==> config.mk <==
export PLATFORM = sky130hd
export DESIGN_NAME = judge_hp_unit
export DESIGN_NICKNAME = d
export VERILOG_FILES = /design/src/rtl/judge_hp_unit.sv
export SDC_FILE = /design/constraint.sdc
export NUM_CORES = 1
export LEC_CHECK = 0
export ABC_AREA = 1
export CAP_MARGIN = 20
export CORE_UTILIZATION = 40
export CTS_CLUSTER_DIAMETER = 30
export DETAILED_ROUTE_END_ITERATION = 16
export PLACE_DENSITY_LB_ADDON = 0.12
export SLEW_MARGIN = 10
export SYNTH_ARGS = -nofsm -noshare
export SYNTH_HDL_FRONTEND = slang
export SYNTH_SLANG_ARGS = --single-unit
==> constraint.sdc <==
create_clock -name CLK -period 5.8 [get_ports CLK]
set_clock_uncertainty 0.2 [all_clocks]
set_input_delay 0.58 -clock CLK [delete_from_list [all_inputs] [get_ports CLK]]
set_output_delay 0.58 -clock CLK [all_outputs]
set_load 0.01 [all_outputs]
==> src/rtl/judge_hp_unit.sv <==
// Judge and HP keeper for the factorization game: latches N = Q_A*Q_B at ARM,
// checks factor-pair answers from two players, and tracks each player's HP.
module judge_hp_unit #(
    parameter int DATA_W      = 8,
    parameter int HP_INIT     = 3,
    parameter int LOCK_CYCLES = 50000000
) (
    input  logic              CLK,
    input  logic              RST,
    input  logic              Q_VALID,
    input  logic [DATA_W-1:0] Q_A,
    input  logic [DATA_W-1:0] Q_B,
    input  logic              ARM,
    input  logic              ABORT,
    input  logic              ACK,
    input  logic              NEW_GAME,
    input  logic              P1_SUB,
    input  logic [DATA_W-1:0] P1_X,
    input  logic [DATA_W-1:0] P1_Y,
    input  logic              P2_SUB,
    input  logic [DATA_W-1:0] P2_X,
    input  logic [DATA_W-1:0] P2_Y,
    output logic [1:0]        JUDG,
    output logic              JUDG_VALID,
    output logic              WRONG,
    output logic [1:0]        WRONG_WHO,
    output logic [3:0]        HP1,
    output logic [3:0]        HP2,
    output logic [1:0]        HP_STAT,
    output logic              BUSY
);
    // state  | meaning
    // IDLE   | no round open; NEW_GAME and ARM honoured
    // ARMED  | round open, waiting for submissions
    // CHECK  | one cycle: judge the pending answers
    // RESULT | correct answer reported, held until ACK
    localparam logic [1:0] IDLE   = 2'd0;
    localparam logic [1:0] ARMED  = 2'd1;
    localparam logic [1:0] CHECK  = 2'd2;
    localparam logic [1:0] RESULT = 2'd3;

    localparam int PW     = 2 * DATA_W;
    localparam int LOCK_W = $clog2(LOCK_CYCLES + 1);

    logic [1:0]        r_state;
    logic [1:0]        w_state_nxt;
    logic [PW-1:0]     r_n;
    logic [DATA_W-1:0] r_p1x, r_p1y, r_p2x, r_p2y;
    logic              r_p1_pend, r_p2_pend;
    logic [LOCK_W-1:0] r_lock1, r_lock2;
    logic [1:0]        r_judg;
    logic              r_judg_valid;
    logic              r_wrong;
    logic [1:0]        r_wrong_who;
    logic [3:0]        r_hp1, r_hp2;
    logic [1:0]        r_hp_stat;
    logic              r_busy;

    logic              w_acc1, w_acc2;
    logic              w_ok1, w_ok2, w_any_ok;
    logic              w_judge;
    logic [PW-1:0]     w_prod1, w_prod2;

    // Operand order needs no special handling: the product is commutative.
    assign w_prod1 = PW'(r_p1x) * PW'(r_p1y);
    assign w_prod2 = PW'(r_p2x) * PW'(r_p2y);
    assign w_ok1   = r_p1_pend && (r_p1x >= DATA_W'(2)) && (r_p1y >= DATA_W'(2)) && (w_prod1 == r_n);
    assign w_ok2   = r_p2_pend && (r_p2x >= DATA_W'(2)) && (r_p2y >= DATA_W'(2)) && (w_prod2 == r_n);
    assign w_any_ok = w_ok1 || w_ok2;

    assign w_acc1  = (r_state == ARMED) && !ABORT && P1_SUB && (r_lock1 == '0);
    assign w_acc2  = (r_state == ARMED) && !ABORT && P2_SUB && (r_lock2 == '0);
    assign w_judge = (r_state == CHECK) && !ABORT;

    always_comb begin
        w_state_nxt = r_state;
        case (r_state)
            IDLE:    if (ARM && Q_VALID) w_state_nxt = ARMED;
            ARMED:   if (ABORT) w_state_nxt = IDLE;
                     else if (w_acc1 || w_acc2) w_state_nxt = CHECK;
            CHECK:   if (ABORT) w_state_nxt = IDLE;
                     else if (w_any_ok) w_state_nxt = RESULT;
                     else w_state_nxt = ARMED;
            RESULT:  if (ACK) w_state_nxt = IDLE;
            default: w_state_nxt = IDLE;
        endcase
    end

    always_ff @(posedge CLK or posedge RST) begin
        if (RST) begin
            r_state      <= IDLE;
            r_busy       <= 1'b0;
            r_n          <= '0;
            r_p1x        <= '0;
            r_p1y        <= '0;
            r_p2x        <= '0;
            r_p2y        <= '0;
            r_p1_pend    <= 1'b0;
            r_p2_pend    <= 1'b0;
            r_lock1      <= '0;
            r_lock2      <= '0;
            r_judg       <= 2'b00;
            r_judg_valid <= 1'b0;
            r_wrong      <= 1'b0;
            r_wrong_who  <= 2'b00;
            r_hp1        <= 4'(HP_INIT);
            r_hp2        <= 4'(HP_INIT);
            r_hp_stat    <= 2'b00;
        end else begin
            r_state   <= w_state_nxt;
            r_busy    <= (w_state_nxt != IDLE);
            r_wrong   <= 1'b0;
            r_hp_stat <= {(r_hp1 == 4'd0), (r_hp2 == 4'd0)};

            if (r_state == IDLE && ARM && Q_VALID)
                r_n <= PW'(Q_A) * PW'(Q_B);

            if (w_acc1) begin
                r_p1x     <= P1_X;
                r_p1y     <= P1_Y;
                r_p1_pend <= 1'b1;
            end
            if (w_acc2) begin
                r_p2x     <= P2_X;
                r_p2y     <= P2_Y;
                r_p2_pend <= 1'b1;
            end
            if (r_state == CHECK || (r_state == ARMED && ABORT)) begin
                r_p1_pend <= 1'b0;
                r_p2_pend <= 1'b0;
            end

            // A wrong answer only counts when nobody got it right this check.
            if (w_judge && !w_any_ok && r_p1_pend) r_lock1 <= LOCK_W'(LOCK_CYCLES);
            else if (r_lock1 != '0)                r_lock1 <= r_lock1 - LOCK_W'(1);
            if (w_judge && !w_any_ok && r_p2_pend) r_lock2 <= LOCK_W'(LOCK_CYCLES);
            else if (r_lock2 != '0)                r_lock2 <= r_lock2 - LOCK_W'(1);

            if (w_judge && !w_any_ok) begin
                r_wrong     <= 1'b1;
                r_wrong_who <= {r_p2_pend, r_p1_pend};
            end

            if (w_judge && w_any_ok) begin
                r_judg       <= {w_ok2, w_ok1};
                r_judg_valid <= 1'b1;
                if (w_ok1) r_hp2 <= (r_hp2 != 4'd0) ? r_hp2 - 4'd1 : 4'd0;
                if (w_ok2) r_hp1 <= (r_hp1 != 4'd0) ? r_hp1 - 4'd1 : 4'd0;
            end else if (r_state == RESULT && ACK) begin
                r_judg       <= 2'b00;
                r_judg_valid <= 1'b0;
            end

            if (r_state == IDLE && NEW_GAME) begin
                r_hp1 <= 4'(HP_INIT);
                r_hp2 <= 4'(HP_INIT);
            end
        end
    end

    assign JUDG       = r_judg;
    assign JUDG_VALID = r_judg_valid;
    assign WRONG      = r_wrong;
    assign WRONG_WHO  = r_wrong_who;
    assign HP1        = r_hp1;
    assign HP2        = r_hp2;
    assign HP_STAT    = r_hp_stat;
    assign BUSY       = r_busy;
endmodule

==> impl_metrics.ini <==
[yosys]
ys_top_cells_by_count = nand2_1 (557), inv_1 (370), nor2_1 (121), dfrtp_1 (117), ha_1 (110)
synth-seq-cells = 121
synth.largest_area_cell = dfrtp_1
netlist.area_leader.share_pct = 22.32
ys_top_cells_by_area = dfrtp_1 (22%), fa_1 (16%), nand2_1 (16%)
synth.avg_cell_area_um2 = 7.274
synthCells = 1803
async_reset_ff_share_pct = 100.0
synth-edff-count = 0
syn_nets = 2078
syn-cell-area_um2 = 13120
synthDistinctLibCells = 48
yosysMostFrequentCell = nand2_1
synth-main-ff-cell = dfrtp_1
yosysSeqAreaShare_pct = 23.13
ys_warn_count = 0

[sta]
setup-tns-final_ns = 0
rsz0062_at_grt = false
worstMarginPinSlew_ns = 0.9618
drv_slew = 0
slew-limit-headroom_pct = 35.69
hold_viol_final = 0
fin_crit_ns = 5.205
post-route-period-util_pct = 89.74
setup_viol = 0
max_freq_mhz = 192.1

[global_route]
antenna_found_initial = 0
grt_pass1_wl_mm = 53.19
grt_pass1_vias = 10915
grt_overflow = 0
grt_max_degree = 83
grt_use_total_pct = 19.69

[placed_design]
dp_hpwl_mm = 24.23
io_buffers = 73
gp_congestion = 0.8948
dp.cells = 2263

[clock_tree]
clk_latency_ns = 0.43
cts_tree = built
cts_buffers = 17
postCtsHoldBufs = 0
cts_setup_buffers = 0
cts_max_level = 4
clkTransAtPathRegs_ns = 0.06
cts_buffer_depth = 2
cts_resized = 0
clock_sinks = 121
clock-root-buffer = clkbuf_16

[final_layout]
diodes = 0
fin_nets = 2123
final_util_pct = 46.50
final_layout_size_suffix_gt1_share_pct = 7.577
fillers = 3290
area_growth_pct = 13.04
fin_cells = 2296

[pwr]
p_per_area_nw_per_um2 = 198.6
ir_drop_v = 0.0001847
p_leak_nw = 8.289

[detailed_routing]
wire_per_inst_um = 13.20
routed_wl_mm = 30.32
routed_via_density = 4.641
drt_pass1_iterations = 5
ant_nets = 0
drt_iter0_markers = 608
vias = 10655
drc = 0

[worst_setup_path]
worstPathRequired_ns = 5.90
arrival_ns = 5.30
critPathTopFamily = adder cells
cpPeakStageDelay_ns = 0.58
slowest_stage = dfrtp_1
worstSetupPathType = register to register
cpMostUsedCell = nand2_1
worstPathCellList = nand2_1 -> fa_1 -> fa_1 -> fa_1 -> fa_1 -> inv_1 -> ha_1 -> nand2_1 -> inv_1 -> a21oi_1 -> nand2_1 -> nand2_1 -> nand2_1 -> nand2_1 -> nand2_1 -> nand2_1 -> nor2_2 -> nand3_4 -> nand3_4 -> nor2_4 -> nor2_1
critPathMaxFanout = 14
crit_buf_inv = 2
critPathCaptureType = register
worst_setup_path_start_kind = register

[status]
status = completed

[die]
start_util_pct = 41.14
dieWidth_um = 183.1
io_pins = 74
dieHeight_um = 183.1
coreArea_um2 = 31880
rows = 65
dieArea_um2 = 33520

[flow_run]
max-cap-violations = 0

[hold_path]
min_path_type = register to register
cells by family (layout without fill, tap and decap cells):
family,after synthesis,after routing,synth area share (%)
compound gates,77,77,3.253
simple gates,886,886,29.21
buf+inv,440,498,13.36
xor+xnor,61,61,4.074
flops,121,121,23.13
fa+ha+maj,218,218,26.98
sequential cells by signal, indices dropped and copies added, names as in the netlist:
register    cells
BUSY            1
JUDG_VALID      1
JUDG            2
r_p1x           8
r_state         2
r_n            16
r_lock2        26
r_p1_pend       1
WRONG           1
WRONG_WHO       2
HP2             4
HP1             4
HP_STAT         2
r_p2y           8
r_p2x           8
r_p2_pend       1
r_p1y           8
r_lock1        26
path summary, 6_finish.rpt:
| check | start | slack [ns] | cells after the start | end |
|---|---|---|---|---|
| hold / removal | JUDG_VALID$_DFFE_PP0P_ | 0.29 | 2 | JUDG_VALID$_DFFE_PP0P_ |
| min in group asynchronous | RST | 0.32 | 2 | HP_STAT[0]$_DFF_PP0_ |
| setup reg to reg | r_p1x[4]$_DFFE_PP0P_ | 0.60 | 21 | r_lock2[11]$_DFFE_PP0P_ |
| hold reg to reg | JUDG_VALID$_DFFE_PP0P_ | 0.29 | 2 | JUDG_VALID$_DFFE_PP0P_ |
| setup / recovery | r_p1x[4]$_DFFE_PP0P_ | 0.60 | 21 | r_lock2[11]$_DFFE_PP0P_ |
| max in group asynchronous | RST | 4.13 | 3 | r_lock2[18]$_DFFE_PP0P_ |
cells in the final DEF (no fill, tap or decap), types with 16 or more instances in the layout:
| cell type | n |
|---|---|
| nand2_2 | 27 |
| nand2_1 | 557 |
| xor2_1 | 47 |
| nor2_1 | 121 |
| o21ai_0 | 34 |
| ha_1 | 110 |
| nor3_1 | 16 |
| dfrtp_1 | 117 |
| inv_1 | 369 |
| nand3_1 | 84 |
| nor2_2 | 30 |
| a21oi_1 | 25 |
| clkdlybuf4s50_1 | 73 |
| fa_1 | 108 |
| clkbuf_16 | 17 |
area by class of cell:
cell class / count / area [um^2] / area share (%)
Clock buffer: 17 / 425.4 / 2.869
Clock inverter: 15 / 212.7 / 1.435
Inverter: 380 / 1431 / 9.655
Multi-Input combinational cell: 1242 / 8330 / 56.19
Sequential cell: 121 / 3033 / 20.46
Tap cell: 435 / 544.3 / 3.671
Timing Repair Buffer: 86 / 848.3 / 5.722
stage by stage:
stage | cell area [um^2] | power (mW) | hold slack [ns] | setup WS [ns]
2_1_floorplan | 13120 | 1.556 | 0.2750 | 1.054
3_3_place_gp | 14160 | 1.790 | 0.2752 | 0.4792
3_5_place_dp | 14160 | 1.793 | 0.2742 | 0.4542
4_1_cts | 14800 | 2.982 | 0.2920 | 0.5702
5_1_grt | 14830 | 3.153 | 0.3115 | 0.2145
6_report | 14830 | 2.945 | 0.2917 | 0.5952
worst register-to-register path, cell delays in order, from the launching register on:
cell and delay (ns):
dfrtp_1 0.58, nand2_1 0.14, fa_1 0.58, fa_1 0.44, fa_1 0.52, fa_1 0.56, inv_1 0.05, ha_1 0.34
nand2_1 0.11, inv_1 0.04, a21oi_1 0.23, nand2_1 0.14, nand2_1 0.10, nand2_1 0.05, nand2_1 0.05, nand2_1 0.04
nand2_1 0.08, nor2_2 0.06, nand3_4 0.09, nand3_4 0.13, nor2_4 0.45, nor2_1 0.09
per-layer routing:
metal  vias up  share of wire (%)  GRT usage, %
met2       146                 47         33.48
met4         0                1.1         4.967
met3        29                3.2         2.681
met5         -                  0             0
met1      5024                 49         26.35
li1       5456                  -             -
report_power, final:
group / total, mW / internal (mW) / switching (mW) / leakage, nW
clock network: 1.17 / 0.729 / 0.440 / 0.312
registers: 0.959 / 0.893 / 0.0655 / 1.41
logic: 0.817 / 0.338 / 0.478 / 6.56
No activity file was read; power rests on OpenSTA's default activity.
